$ cat src/rtl/baccarat_pkg.sv
// -----------------------------------------------------------------------------
// baccarat_pkg
//   Shared definitions for the baccarat card datapath:
//     - card encoding constants (empty, ace, king)
//     - order-checker phase enum (DEAL, DRAW)
//     - card_value(): baccarat point value of a card, 0..9
// -----------------------------------------------------------------------------
package baccarat_pkg;

   localparam logic [3:0] CARD_EMPTY = 4'd0;
   localparam logic [3:0] CARD_ACE   = 4'd1;
   localparam logic [3:0] CARD_KING  = 4'd13;

   // Highest card that still counts at face value; 10, J, Q, K count as 0.
   localparam logic [3:0] CARD_NINE  = 4'd9;

   // Order-checker phase: the four opening cards, then the optional third cards.
   typedef enum logic {
      DEAL = 1'b0,
      DRAW = 1'b1
   } phase_t;

   // Baccarat point value: A..9 at face value, tens, faces and empty are 0.
   function automatic logic [3:0] card_value(input logic [3:0] card);
      if ((card >= CARD_ACE) && (card <= CARD_NINE)) begin
         return card;
      end
      return CARD_EMPTY;
   endfunction

endpackage : baccarat_pkg

$ cat src/rtl/hand_score.sv
// -----------------------------------------------------------------------------
// hand_score
//   Purely combinational score of a three-card baccarat hand:
//   (val(card1) + val(card2) + val(card3)) mod 10.
//
// Ports
//   card1, card2, card3 in  [3:0] : card registers of one hand (0 = empty)
//   score               out [3:0] : hand score, 0..9
// -----------------------------------------------------------------------------
module hand_score
   import baccarat_pkg::*;
(
   input  logic [3:0] card1,
   input  logic [3:0] card2,
   input  logic [3:0] card3,
   output logic [3:0] score
);

   // Three values of at most 9 each sum to at most 27, so 5 bits hold it.
   logic [4:0] sum;

   always_comb begin
      sum   = 5'(card_value(card1)) + 5'(card_value(card2)) + 5'(card_value(card3));
      score = 4'(sum % 5'd10);
   end

endmodule : hand_score

$ cat src/rtl/card_datapath.sv
// -----------------------------------------------------------------------------
// card_datapath
//   Datapath partner of the baccarat statemachine. A free-running deck counter
//   (1..13) supplies card values; six load strobes capture the counter into
//   six card registers; two hand_score instances return the player and dealer
//   scores combinationally. An order checker accepts strobes only in legal
//   dealing order and raises a sticky error flag otherwise.
//
// Ports
//   slow_clock          in       : clock, rising edge
//   resetb              in       : asynchronous active-low reset
//   load_pcard1..3      in       : player card load strobes
//   load_dcard1..3      in       : dealer card load strobes
//   seed_en             in       : preload the deck counter on this edge
//   seed_val            in  [3:0]: preload value (out of 1..13 loads 1)
//   pcard1..3_out       out [3:0]: player card registers (0 = empty)
//   dcard1..3_out       out [3:0]: dealer card registers (0 = empty)
//   pscore_out          out [3:0]: player score, 0..9
//   dscore_out          out [3:0]: dealer score, 0..9
//   cards_dealt         out [2:0]: number of legally loaded cards, 0..6
//   seq_err             out      : sticky dealing-order violation flag
// -----------------------------------------------------------------------------
module card_datapath
   import baccarat_pkg::*;
(
   input  logic       slow_clock,
   input  logic       resetb,
   input  logic       load_pcard1,
   input  logic       load_pcard2,
   input  logic       load_pcard3,
   input  logic       load_dcard1,
   input  logic       load_dcard2,
   input  logic       load_dcard3,
   input  logic       seed_en,
   input  logic [3:0] seed_val,
   output logic [3:0] pcard1_out,
   output logic [3:0] pcard2_out,
   output logic [3:0] pcard3_out,
   output logic [3:0] dcard1_out,
   output logic [3:0] dcard2_out,
   output logic [3:0] dcard3_out,
   output logic [3:0] pscore_out,
   output logic [3:0] dscore_out,
   output logic [2:0] cards_dealt,
   output logic       seq_err
);

   // Slot indices into the strobe vector and the card register array.
   localparam int unsigned S_P1 = 0;
   localparam int unsigned S_P2 = 1;
   localparam int unsigned S_P3 = 2;
   localparam int unsigned S_D1 = 3;
   localparam int unsigned S_D2 = 4;
   localparam int unsigned S_D3 = 5;

   logic [3:0] deck_q, deck_d;
   logic [3:0] card_q [6];
   logic [2:0] dealt_q;
   logic       err_q;
   phase_t     phase_q, phase_d;

   logic [5:0] strb;
   logic       one_hot;
   logic       legal;
   logic       err_set;
   logic [5:0] load;
   logic       p3_loaded, d3_loaded;

   assign strb = {load_dcard3, load_dcard2, load_dcard1,
                  load_pcard3, load_pcard2, load_pcard1};
   assign one_hot = $onehot(strb);

   // The deck never holds 0, so a non-empty register means that card was dealt.
   assign p3_loaded = (card_q[S_P3] != CARD_EMPTY);
   assign d3_loaded = (card_q[S_D3] != CARD_EMPTY);

   // ---------------------------------------------------------------------------
   // Deck counter next value: seed wins over the normal advance; the card
   // captured on this same edge still sees the current (pre-advance) value.
   // ---------------------------------------------------------------------------
   always_comb begin
      // NOTE: every always_comb output gets a default first so no path leaves
      // it unassigned, which would otherwise infer a latch.
      deck_d = CARD_ACE;
      if (seed_en) begin
         if ((seed_val >= CARD_ACE) && (seed_val <= CARD_KING)) begin
            deck_d = seed_val;
         end
      end else if (deck_q != CARD_KING) begin
         deck_d = deck_q + 4'd1;
      end
   end

   // ---------------------------------------------------------------------------
   // Order checker: next phase and legality of this cycle's strobe.
   // Opening deal is strictly P1, D1, P2, D2 keyed off the dealt count; in the
   // draw phase P3 is only legal before either third card, D3 only once.
   // ---------------------------------------------------------------------------
   always_comb begin
      phase_d = phase_q;
      legal   = 1'b0;
      if (one_hot) begin
         case (phase_q)
            DEAL: begin
               legal = (strb[S_P1] && (dealt_q == 3'd0)) ||
                       (strb[S_D1] && (dealt_q == 3'd1)) ||
                       (strb[S_P2] && (dealt_q == 3'd2)) ||
                       (strb[S_D2] && (dealt_q == 3'd3));
               if (legal && strb[S_D2]) begin
                  phase_d = DRAW;
               end
            end
            DRAW: begin
               legal = (strb[S_P3] && !p3_loaded && !d3_loaded) ||
                       (strb[S_D3] && !d3_loaded);
            end
            default: begin
               phase_d = DEAL;
            end
         endcase
      end
      // Any strobe that is not a single legal one is a violation; a multi-hot
      // cycle loads nothing.
      err_set = (strb != 6'd0) && !legal;
      load    = legal ? strb : 6'd0;
   end

   // ---------------------------------------------------------------------------
   // State registers.
   // ---------------------------------------------------------------------------
   always_ff @(posedge slow_clock or negedge resetb) begin
      if (!resetb) begin
         // NOTE: non-blocking assignments throughout sequential logic so every
         // register samples pre-edge values regardless of statement order.
         deck_q  <= CARD_ACE;
         dealt_q <= 3'd0;
         err_q   <= 1'b0;
         phase_q <= DEAL;
      end else begin
         deck_q <= deck_d;
         phase_q <= phase_d;
         if (legal) begin
            dealt_q <= dealt_q + 3'd1;
         end
         if (err_set) begin
            err_q <= 1'b1;
         end
      end
   end

   // NOTE: the card array is six ordinary flops, not a RAM, so it is reset
   // like any other state; "empty" must be visible straight out of reset.
   always_ff @(posedge slow_clock or negedge resetb) begin
      if (!resetb) begin
         for (int i = 0; i < 6; i++) begin
            card_q[i] <= CARD_EMPTY;
         end
      end else begin
         for (int i = 0; i < 6; i++) begin
            if (load[i]) begin
               card_q[i] <= deck_q;
            end
         end
      end
   end

   // ---------------------------------------------------------------------------
   // Scores and outputs.
   // ---------------------------------------------------------------------------
   hand_score u_player_score (
      .card1 (card_q[S_P1]),
      .card2 (card_q[S_P2]),
      .card3 (card_q[S_P3]),
      .score (pscore_out)
   );

   hand_score u_dealer_score (
      .card1 (card_q[S_D1]),
      .card2 (card_q[S_D2]),
      .card3 (card_q[S_D3]),
      .score (dscore_out)
   );

   assign pcard1_out  = card_q[S_P1];
   assign pcard2_out  = card_q[S_P2];
   assign pcard3_out  = card_q[S_P3];
   assign dcard1_out  = card_q[S_D1];
   assign dcard2_out  = card_q[S_D2];
   assign dcard3_out  = card_q[S_D3];
   assign cards_dealt = dealt_q;
   assign seq_err     = err_q;

endmodule : card_datapath

$ cat config.mk
export PLATFORM = sky130hd
export DESIGN_NAME = card_datapath
export DESIGN_NICKNAME = d
export VERILOG_FILES = /design/src/rtl/baccarat_pkg.sv /design/src/rtl/hand_score.sv /design/src/rtl/card_datapath.sv
export SDC_FILE = /design/constraint.sdc
export NUM_CORES = 1
export LEC_CHECK = 0
export CAP_MARGIN = 20
export CORE_ASPECT_RATIO = 0.7
export CORE_MARGIN = 2
export CORE_UTILIZATION = 47
export CTS_CLUSTER_DIAMETER = 120
export CTS_CLUSTER_SIZE = 20
export DETAILED_ROUTE_END_ITERATION = 10
export HOLD_SLACK_MARGIN = 0.05
export PLACE_DENSITY = 0.73
export SLEW_MARGIN = 25
export SYNTH_ARGS = -nofsm -noshare
export SYNTH_HDL_FRONTEND = slang
export SYNTH_HIERARCHICAL = 1
export SYNTH_SLANG_ARGS = --single-unit
export TNS_END_PERCENT = 20
$ cat constraint.sdc
create_clock -name slow_clock -period 4.2 [get_ports slow_clock]
set_input_delay 0.63 -clock slow_clock [delete_from_list [all_inputs] [get_ports slow_clock]]
set_output_delay 0.63 -clock slow_clock [all_outputs]
set_load 0.03 [all_outputs]
; ---- Word level (Yosys, flattened, before mapping)
; Index checks and enable logic that the tools add are counted.
[classes]
div_mod_pow = 2
shifts = 0
n_eq_ne = 5
reduce_logical = 27
muxes = 26
n_lt_le_gt_ge = 14
n_mul = 0
n_bitwise = 1
n_addsub = 11
[ops]
columns = op, n
row1 = $mux 4, 15
row2 = $ge 4x1->1 const B, 7
row3 = $le 4x4->1 const B, 7
row4 = $logic_and 1x1->1, 16
row5 = $add 4x4->5, 2
row6 = $add 5x4->5, 2
row7 = $mod 5x4->5 const B, 2
row8 = $mux 1, 9
row9 = $reduce_bool 4->1, 2
row10 = $add 1x1->2, 3
row11 = $eq 3x1->1 const B, 2
row12 = $eq 3x2->1 const B, 2
row13 = $mux 6, 1
row14 = $reduce_bool 6->1, 1
row15 = $add 4x1->4 const B, 1
row16 = $logic_or 1x1->1, 4
row17 = $ne 4x4->1 const B, 1
row18 = $add 2x2->3, 1
row19 = $add 3x1->3 const B, 1
row20 = $add 3x2->3, 1
row21 = $logic_not 1->1, 3
row22 = $logic_not 3->1, 1
row23 = $pmux 1 s2, 1
row24 = $not 1->1, 1
[totals]
rom_bits = 0
mem_bits_rw = 0
wordCells = 96
output_inout_bits = 36
memories = 0
input_bits = 13
latchBits = 0
regBits = 33

; ---- Depth between registers and ports, before layout
; Gate-level depths: netlist of run 1.
[depth]
word_depth = 9
mapped_depth = 15
ltp_nobuf = 15

; ---- By module
; The synthesis of run 1 kept the hierarchy.
[modules_own_cells]
columns = mod, instances, seq_area_each_um2, area_per_inst_um2, cells_each
row1 = card_datapath, 1, 827.0, 1630.3, 134
row2 = hand_score at u_player_score, 1, 0.0, 462.9, 57
row3 = hand_score at u_dealer_score, 1, 0.0, 439.2, 60

; ---- Worst setup path before layout of run 1
; OpenSTA, ideal clock, no wires.
[synth_path]
kind = register to output
start = register card_q (netlist bit pcard3_out[2])
end = output pscore_out[3]
arrival_time_ns = 3.903
path_slack_ns = -0.333
stages_incl_launch_ff = 14
path_buffers = 0
path_cell_list = dfrtp_1 > nor3b_1 > fa_1 > ha_1 > and3_4 > or3_4 > and2_2 > nor2_1 > o21ba_2 > ha_1 > a21oi_1 > a31oi_1 > o22a_1 > o22ai_1
[synth_via]
elab_chain_len = 6
word_cells_on_any_way = 8
cone_classes = 1 x add/sub / 1 x div / 2 x order compare / 3 x mux / 1 x reduce/logical
[synth_rtl]
columns = element, line
row1 = start: declaration, card_datapath.sv:57  ; logic [3:0] card_q [6];
row2 = start signal: indexed assignment, card_datapath.sv:161  ; card_q[i] <= deck_q;
row3 = $ge 4x1->1 or $le 4x4->1 (tied branches), baccarat_pkg.sv:25  ; if ((card >= CARD_ACE) && (card <= CARD_NINE)) begin
row4 = $logic_and 1x1->1, baccarat_pkg.sv:25
row5 = $mux 1, baccarat_pkg.sv:25
row6 = $mux 4 (*), baccarat_pkg.sv:28  ; return CARD_EMPTY;
row7 = $add 5x4->5 (*), hand_score.sv:23  ; sum = 5'(card_value(card1)) + 5'(card_value(card2)) + 5'(card_value(card3));
row8 = $mod 5x4->5 (*), hand_score.sv:24  ; score = 4'(sum % 5'd10);
row9 = end: declaration, card_datapath.sv:42  ; output logic [3:0] pscore_out,
; Mark *: on every way between the ends. The rest lies on a longest branch, timed or not. The select of a mux whose other input is x is not followed.

; ---- Worst setup path in the final report of run 1
[layout_path]
start = register card_q (netlist bit pcard2_out[3])
end = output pscore_out[2]
[layout_via]
elab_chain_len = 7
word_cells_on_any_way = 9
cone_classes = 2 x add/sub / 1 x div / 2 x order compare / 3 x mux / 1 x reduce/logical
[layout_rtl]
columns = element, line
row1 = $ge 4x1->1 or $le 4x4->1 (tied branches), baccarat_pkg.sv:25
row2 = $logic_and 1x1->1, baccarat_pkg.sv:25
row3 = $mux 1, baccarat_pkg.sv:25
row4 = $mux 4 (*), baccarat_pkg.sv:28
row5 = $add 4x4->5 (*), hand_score.sv:23
row6 = $add 5x4->5 (*), hand_score.sv:23
row7 = $mod 5x4->5 (*), hand_score.sv:24
; Marked as above.

==> results of run 1 <==
==> registers in the layout (all words and copies together) (netlist names) <==
register and count:
cards_dealt 3, dcard1_out 4, dcard2_out 4, dcard3_out 4
deck_q 4, pcard1_out 4, pcard2_out 4, pcard3_out 4
phase_q 1, seq_err 1
==> power by group through the flow <==
stage,Sequential [mW],Combinational [mW],Clock [mW]
2_1_floorplan,0.332,0.0476,0
3_3_place_gp,0.348,0.0647,0
3_5_place_dp,0.348,0.0668,0
4_1_cts,0.342,0.0674,0.325
5_1_grt,0.345,0.0776,0.344
6_report,0.343,0.0677,0.324
==> area by class of cell <==
| class | instances | area share |
|---|---|---|
| clock buffers | 6 | 0.0225 |
| clock inverters | 2 | 0.0102 |
| inverters | 22 | 0.0225 |
| multi-input cells | 190 | 0.487 |
| flip-flops and latches | 33 | 0.226 |
| well taps | 72 | 0.0246 |
| repair buffers | 84 | 0.208 |
==> cell usage after synthesis, types with 7 or more instances <==
cell type	count	area, um^2
sky130_fd_sc_hd__o21ai_0	13	65.1
sky130_fd_sc_hd__and2_1	7	43.8
sky130_fd_sc_hd__ha_1	17	213
sky130_fd_sc_hd__nor2b_1	7	43.8
sky130_fd_sc_hd__a21oi_1	10	50.1
sky130_fd_sc_hd__nor2_1	16	60.1
sky130_fd_sc_hd__nand2b_1	8	50.1
sky130_fd_sc_hd__mux2_2	25	282
sky130_fd_sc_hd__dfrtp_1	32	801
sky130_fd_sc_hd__nand3_1	7	35.0
sky130_fd_sc_hd__fa_1	13	260
sky130_fd_sc_hd__nand2_1	14	52.6
sky130_fd_sc_hd__inv_1	22	82.6
==> worst min path at each step <==
stage	from	end	cells past startpoint
floorplan	resetb	cards_dealt[0]	0
global placement	seq_err	seq_err	1
detailed placement	seq_err	seq_err	1
CTS	seq_err	seq_err	1
global route	seq_err	seq_err	1
finish	seq_err	seq_err	1
==> cell families after synthesis <==
family / Yosys count
AO/OA/AOI/OAI: 44
buffers and inverters: 28
multiplexers: 28
AND/OR/NAND/NOR: 83
flip-flops: 33
XOR/XNOR: 5
adder cells (fa/ha/maj): 30
==> cells in the final DEF, fill, tap and decap left out, types with 4 or more instances in the layout <==
master and n:
sky130_fd_sc_hd__a21o_1 4, sky130_fd_sc_hd__a21oi_1 7, sky130_fd_sc_hd__and2_1 7, sky130_fd_sc_hd__buf_4 35
sky130_fd_sc_hd__buf_6 6, sky130_fd_sc_hd__clkbuf_8 6, sky130_fd_sc_hd__clkdlybuf4s50_1 42, sky130_fd_sc_hd__dfrtp_1 31
sky130_fd_sc_hd__fa_1 10, sky130_fd_sc_hd__ha_1 13, sky130_fd_sc_hd__inv_1 21, sky130_fd_sc_hd__mux2_2 25
sky130_fd_sc_hd__nand2_1 13, sky130_fd_sc_hd__nand2b_1 4, sky130_fd_sc_hd__nand2b_4 4, sky130_fd_sc_hd__nand3_1 6
sky130_fd_sc_hd__nand4_1 5, sky130_fd_sc_hd__nor2_1 15, sky130_fd_sc_hd__nor2b_1 7, sky130_fd_sc_hd__o21ai_0 11
==> per-layer routing <==
metal	up-vias	GRT usage	routed length (um)
met5	-	0	0
met4	0	0.0634	65
met3	7	0.0470	303
met2	56	0.322	2870
met1	1066	0.337	3210
li1	1047	-	-
==> stage by stage <==
| stage | setup slack, ns | utilization | TNS, ns |
|---|---|---|---|
| 6_report | -0.180 | 0.701 | -0.471 |
| 5_1_grt | -0.294 | 0.701 | -1.14 |
| 4_1_cts | -0.172 | 0.681 | -0.319 |
| 3_5_place_dp | -0.294 | 0.634 | -0.407 |
| 3_3_place_gp | -0.216 | 0.634 | -0.218 |
| 2_1_floorplan | -0.152 | - | -0.287 |
==> what timing repair did <==
item	in CTS	in global routing
setup buffers	3	2
pin swaps	11	9
resized for setup	24	23
endpoints found under the setup margin	4	6
==> impl_summary.txt, run 1 <==
----------------------------------------------------
[Clock tree]
  Skew-Pair Late Insertion Delay ... 0.30 ns
  Cts hold-fix bufs ... 0
  Clock slew at reported path FFs ... 0.08 ns
  TritonCTS clock tree ... built
  H-tree depth ... 2
  TritonCTS buffer count ... 5
  Sinks on the clock net ... 33
  Maximum clock path buffer count ... 2
  CTS root buffer ... sky130_fd_sc_hd__clkbuf_8

[Worst setup path]
  Crit path kind ... reg2out
  Delay of the slowest cell on the worst path ... ~0.52 ns
  Nature of the critical path startpoint ... flip-flop
  Worst endpoint required time ... roughly 3.6 ns
  Dominant cell type by count on the critical path ... sky130_fd_sc_hd__ha_4
  Cell depth of the worst flop-to-flop path ... 5
  Crit-path leading delay family ... adder cells
  Launching point of the worst reg2reg path ... pcard3_out[1]
  CP startpoint ... pcard2_out[3]
  Slowest cell on crit path ... sky130_fd_sc_hd__fa_1
  R2R setup slack ... 2.01 ns
  RR Endpoint ... pcard2_out[2]
  Critical path peak fanout ... 3
  Worst path depth ... 14
  Number of buffers and inverters on the critical path ... 2
  Category of the worst setup path capture point ... output port
  Worst setup path endpoint ... pscore_out[2]
  Cell Chain, Critical Path ... buf_6, nor3b_4, fa_1, ha_4, a21o_1, or3_4, and2_4, nor2_1, o21ba_4, ha_4, nand2b_1, a32oi_1, o31ai_2, clkdlybuf4s15_2
  Data arrival time at the worst-slack endpoint ... 3.75 ns

[Global route]
  Pin count of the biggest net entering global routing ... 34
  Initial antenna violation count ... 0
  Number of global-route vias before repair ... 2081
  Remaining Overflow, GRT ... 0
  Wire length of the first global-routing pass ... 10400 um
  Total global routing track utilization ... 0.223

[Power and ir drop]
  Leakage power figure ... 1.73 nW
  Pwr Density ... 200 nW/um^2
  Comb pwr share ... 0.092
  Net switching share of the total power ... 0.254
  IR Drop Worst-Case VDD ... 0.164 mV
  Power share of the sequential group ... 0.466
  Overall power consumption ... between 0.7 and 0.8 mW
  Switching power ... 0.187 mW
  Clock group share of total power ... 0.441
  Cell Int Power ... roughly 0.55 mW

[Yosys]
  Syn Std Cell Area ... 2530 um^2
  Synthesized netlist cell count ... 251
  Post-synthesis simple-gate area fraction ... 0.184
  Async SR Flop Fraction ... 1.00
  Complex-gate fraction of the synthesized area ... 0.117
  Number of enable flip-flop cells after synthesis ... 0
  Number of synthesized register bits ... 33
  Main flop type after synthesis ... sky130_fd_sc_hd__dfrtp_1
  Library cells used by synthesis ... 49
  Proportion of synthesized area in mux cells ... 0.123
  Mapped Nets ... 294
  XOR/XNOR Fraction of Synth Area ... 0.0203
  Dominant combinational cell family by area after synthesis ... adder cells
  Adder-cell share of the synthesized area ... 0.187
  Fraction of the yosys area taken by sequential cells ... 0.327
  Mean instance size in the synthesized netlist ... approximately 10 um^2
  Total of warnings raised by yosys ... 6

[Routing]
  Detailed-route DRC error count ... 0
  Total number of vias ... approximately 2200
  First-pass DRT Iterations ... 4
  Wire length per cell ... 15.8 um
  Routed via count divided by cell count ... 5.32
  Detailed-route wire length ... 6450 um
  Antenna violation net count after detailed routing ... 0
  Number of DRC violations after detailed-routing iteration 0 ... 121

[Run status]
  Outcome ... complete, but fails checks
  Failing checks ... negative setup slack

[Die]
  Placeable Area ... 5230 um^2
  Vertical die dimension ... 65.4 um
  Floorplan die area ... 6000 um^2
  Number of top-level design ports ... 49
  Standard-cell row count ... 22
  Effective utilization at floorplan ... 0.484
  Die width ... 91.7 um

[Finish]
  Count of placed standard cells in the final layout, fillers left out ... 409
  Ratio of cells with drive above 1 in the final layout ... 0.341
  Count of inserted antenna diode cells ... 0
  Post-Layout Inst Area ... 3670 um^2
  P&R area growth vs syn ... 44.9%
  # nets final ... 379
  Area of the multi-input gates ... 1790 um^2
  Sequential cell area ... 828 um^2
  Number of filler instances in the final layout ... 407

[Place]
  Port-buffer cells ... 48
  Placed Area ... about 3300 um^2
  Weighted congestion reported at the end of routability-driven placement ... 0.822
  Total placed cells including tap cells ... between 300 and 400
  Estimated wirelength of the detail-placed design ... 4600 um

[Timing]
  RSZ-0062 raised after global routing ... true
  Max_slew headroom ... 0.619
  Final number of hold-violating endpoints ... 0
  Shortest clock period the worst path allows after layout ... approximately 4.4 ns
  Worst setup slack after layout ... -0.180 ns
  Top achievable clock speed ... 228 MHz
  Setup Viol. Count Final ... 3
  Actual transition at the worst max-transition pin ... approximately 0.57 ns
  Post-route fraction of the period consumed by the critical path ... 1.04
  Setup skew after layout ... 0.00886 ns
  Final Max Slew Viols ... 0
  Worst Hold Slack ... 0.467 ns

[Worst hold path]
  Hold/Removal Path Class ... reg2reg

[Run]
  Max-capacitance violation count ... 0

----------------------------------------------------
No activity file was read; power rests on OpenSTA's default activity.
==> run 2, diff against run 1 <==
--- a/config.mk
+++ b/config.mk
@@ -8,12 +8,13 @@
 export CAP_MARGIN = 20
 export CORE_ASPECT_RATIO = 0.7
 export CORE_MARGIN = 2
-export CORE_UTILIZATION = 47
+export CORE_UTILIZATION = 49
+export CTS_BUF_LIST = sky130_fd_sc_hd__clkbuf_4
 export CTS_CLUSTER_DIAMETER = 120
 export CTS_CLUSTER_SIZE = 20
 export DETAILED_ROUTE_END_ITERATION = 10
 export HOLD_SLACK_MARGIN = 0.05
-export PLACE_DENSITY = 0.73
+export PLACE_DENSITY = 0.76
 export SLEW_MARGIN = 25
 export SYNTH_ARGS = -nofsm -noshare
 export SYNTH_HDL_FRONTEND = slang
==> impl_summary.txt, run 2 (synthesized netlist as in run 1, its figures left out) <==
----------------------------------------------------
[Worst setup path]
  Crit-path leading delay family ... simple AND/OR/NAND/NOR gates
  R2R setup slack ... 2.05 ns
  Data arrival time at the worst-slack endpoint ... between 3 and 4 ns
  Launching point of the worst reg2reg path ... cards_dealt[0]
  Delay of the slowest cell on the worst path ... approximately 0.52 ns
  Nature of the critical path startpoint ... flip-flop
  Critical path peak fanout ... 4
  Cell Chain, Critical Path ... buf_6, nand2b_4, fa_1, inv_2, ha_4, a21o_1, or3_4, and2_4, nand2_2, o21ba_4, ha_4, a21oi_2, buf_4, or3_1, and3b_2, xnor2_2, buf_6
  Slowest cell on crit path ... sky130_fd_sc_hd__fa_1
  Crit path kind ... reg2out
  Cell depth of the worst flop-to-flop path ... 6
  RR Endpoint ... dcard2_out[3]
  Worst endpoint required time ... 3.57 ns
  Category of the worst setup path capture point ... output port
  Number of buffers and inverters on the critical path ... 4

[Routing]
  Detailed-route DRC error count ... 0
  Number of DRC violations after detailed-routing iteration 0 ... 75
  Wire length per cell ... between 15 and 20 um
  Detailed-route wire length ... 6150 um
  First-pass DRT Iterations ... 5
  Routed via count divided by cell count ... 5.24
  Total number of vias ... roughly 2100
  Antenna violation net count after detailed routing ... 0

[Global route]
  Met3 Use GR ... 0.0436
  Layer carrying the most global-route usage ... met2
  Wire length of the first global-routing pass ... 10300 um
  Met1 track demand over resource in global routing ... 0.324
  Met2 layer usage reported by global route ... 0.362
  Initial antenna violation count ... 0
  Remaining Overflow, GRT ... 0
  Total global routing track utilization ... 0.226
  Pin count of the biggest net entering global routing ... 34
  Number of global-route vias before repair ... 2164

[Timing]
  Final number of hold-violating endpoints ... 0
  Setup Viol. Count Final ... 4
  RSZ-0062 raised after global routing ... true
  Worst Hold Slack ... roughly 0.48 ns
  Top achievable clock speed ... 224 MHz
  Max_slew headroom ... 0.623
  Setup skew after layout ... 0.0113 ns
  Final Max Slew Viols ... 0
  Actual transition at the worst max-transition pin ... approximately 0.56 ns
  Post-route fraction of the period consumed by the critical path ... 1.06
  Shortest clock period the worst path allows after layout ... 4.46 ns
  Worst setup slack after layout ... -0.264 ns

[Die]
  Vertical die dimension ... 64.1 um
  Floorplan die area ... around 5800 um^2
  Die width ... 89.9 um
  Standard-cell row count ... 21
  Number of top-level design ports ... between 40 and 50
  Placeable Area ... 4890 um^2
  Effective utilization at floorplan ... 0.518

[Finish]
  Number of filler instances in the final layout ... 367
  P&R area growth vs syn ... 41.5%
  Sequential cell area ... 827 um^2
  Leading cell type in the layout, fill and taps excluded ... sky130_fd_sc_hd__clkdlybuf4s50_1
  Area of the multi-input gates ... approximately 1700 um^2
  Ratio of cells with drive above 1 in the final layout ... 0.320
  # nets final ... 379
  Count of inserted antenna diode cells ... 0
  Commonest cells after routing, fill and taps aside ... sky130_fd_sc_hd__clkdlybuf4s50_1 (42), sky130_fd_sc_hd__buf_4 (36), sky130_fd_sc_hd__dfrtp_1 (32)

[Clock tree]
  Skew-Pair Late Insertion Delay ... 0.34 ns
  Cts hold-fix bufs ... 0
  TritonCTS clock tree ... built
  Maximum clock path buffer count ... 2
  CTS root buffer ... sky130_fd_sc_hd__clkbuf_4
  H-tree depth ... 2
  Sinks on the clock net ... 33
  TritonCTS buffer count ... 5
  Clock slew at reported path FFs ... 0.11 ns

[Worst hold path]
  Worst Hold Launch ... seq_err
  Number of cells on the worst hold path ... 1
  Hold Path End ... seq_err
  Hold/Removal Path Class ... reg2reg

[Place]
  Estimated wirelength of the detail-placed design ... between 4000 and 5000 um
  Setup slack at placement ... -0.309 ns
  Port-buffer cells ... 48
  Weighted congestion reported at the end of routability-driven placement ... 0.808

[Power and ir drop]
  Leakage power figure ... 1.72 nW
  IR Drop Worst-Case VDD ... 0.139 mV
  Pwr Density ... 198 nW/um^2

[Run status]
  Outcome ... complete, but fails checks
  Failing checks ... negative setup slack

[Run]
  Max-capacitance violation count ... 0

----------------------------------------------------
## run 2: worst max-delay path by stage
stage	start	endpoint	slack, ns	cells past startpoint
finish	pcard2_out[3]	pscore_out[1]	-0.26	17
global route	dcard1_out[2]	dscore_out[1]	-0.41	16
CTS	pcard2_out[3]	pscore_out[1]	-0.33	17
detailed placement	pcard3_out[2]	pscore_out[2]	-0.31	13
global placement	pcard3_out[2]	pscore_out[2]	-0.22	13
floorplan	pcard3_out[2]	pscore_out[3]	-0.15	13
## run 2: per-stage QoR
step / utilization / cells / instance area [um^2] / setup TNS, ns / power, mW
global route: 0.733 / 406 / 3580 / -1.79 / 0.743
finish: 0.733 / 406 / 3580 / -0.729 / 0.708
global placement: 0.682 / 395 / 3330 / -0.237 / 0.413
detailed placement: 0.682 / 395 / 3330 / -0.488 / 0.415
floorplan: - / 251 / 2550 / -0.287 / 0.380
CTS: 0.717 / 404 / 3500 / -0.883 / 0.712
## run 2: final cells by class
| class | instances | area share |
|---|---|---|
| timing repair buffer | 84 | 0.210 |
| clock buffer | 5 | 0.0105 |
| inverter | 22 | 0.0231 |
| tap | 69 | 0.0241 |
| clock inverter | 3 | 0.0182 |
| sequential | 33 | 0.231 |
| multi-input combinational | 190 | 0.483 |
## run 2: power by group
group / leakage, nW / total (mW) / switching, mW / internal (mW)
Sequential: 0.443 / 0.343 / 0.0192 / 0.324
Combinational: 1.23 / 0.0660 / 0.0355 / 0.0305
Clock: 0.0552 / 0.299 / 0.114 / 0.184
Total: 1.72 / 0.708 / 0.169 / 0.539
## run 2: repair_timing
action                                  4_1_cts  5_1_grt
pin swaps                                     6       10
setup buffers                                 1        2
gates resized for setup                      23       13
endpoints found under the setup margin        5        6
gates cloned                                  0        0
## run 2: worst reg2reg max path, delay by kind of cell (launching register included)
family	cells	cell delay, ns
buf+inv	1	0.11
compound gates	2	0.61
fa+ha+maj	1	0.16
simple gates	1	0.35
flops	1	0.45
mux	1	0.36
## run 2: metal layers
| metal | wire length (um) | vias to the layer above |
|---|---|---|
| met5 | 0 | - |
| met3 | 219 | 0 |
| met1 | 3120 | 1031 |
| met4 | 0 | 0 |
| li1 | - | 1050 |
| met2 | 2810 | 47 |
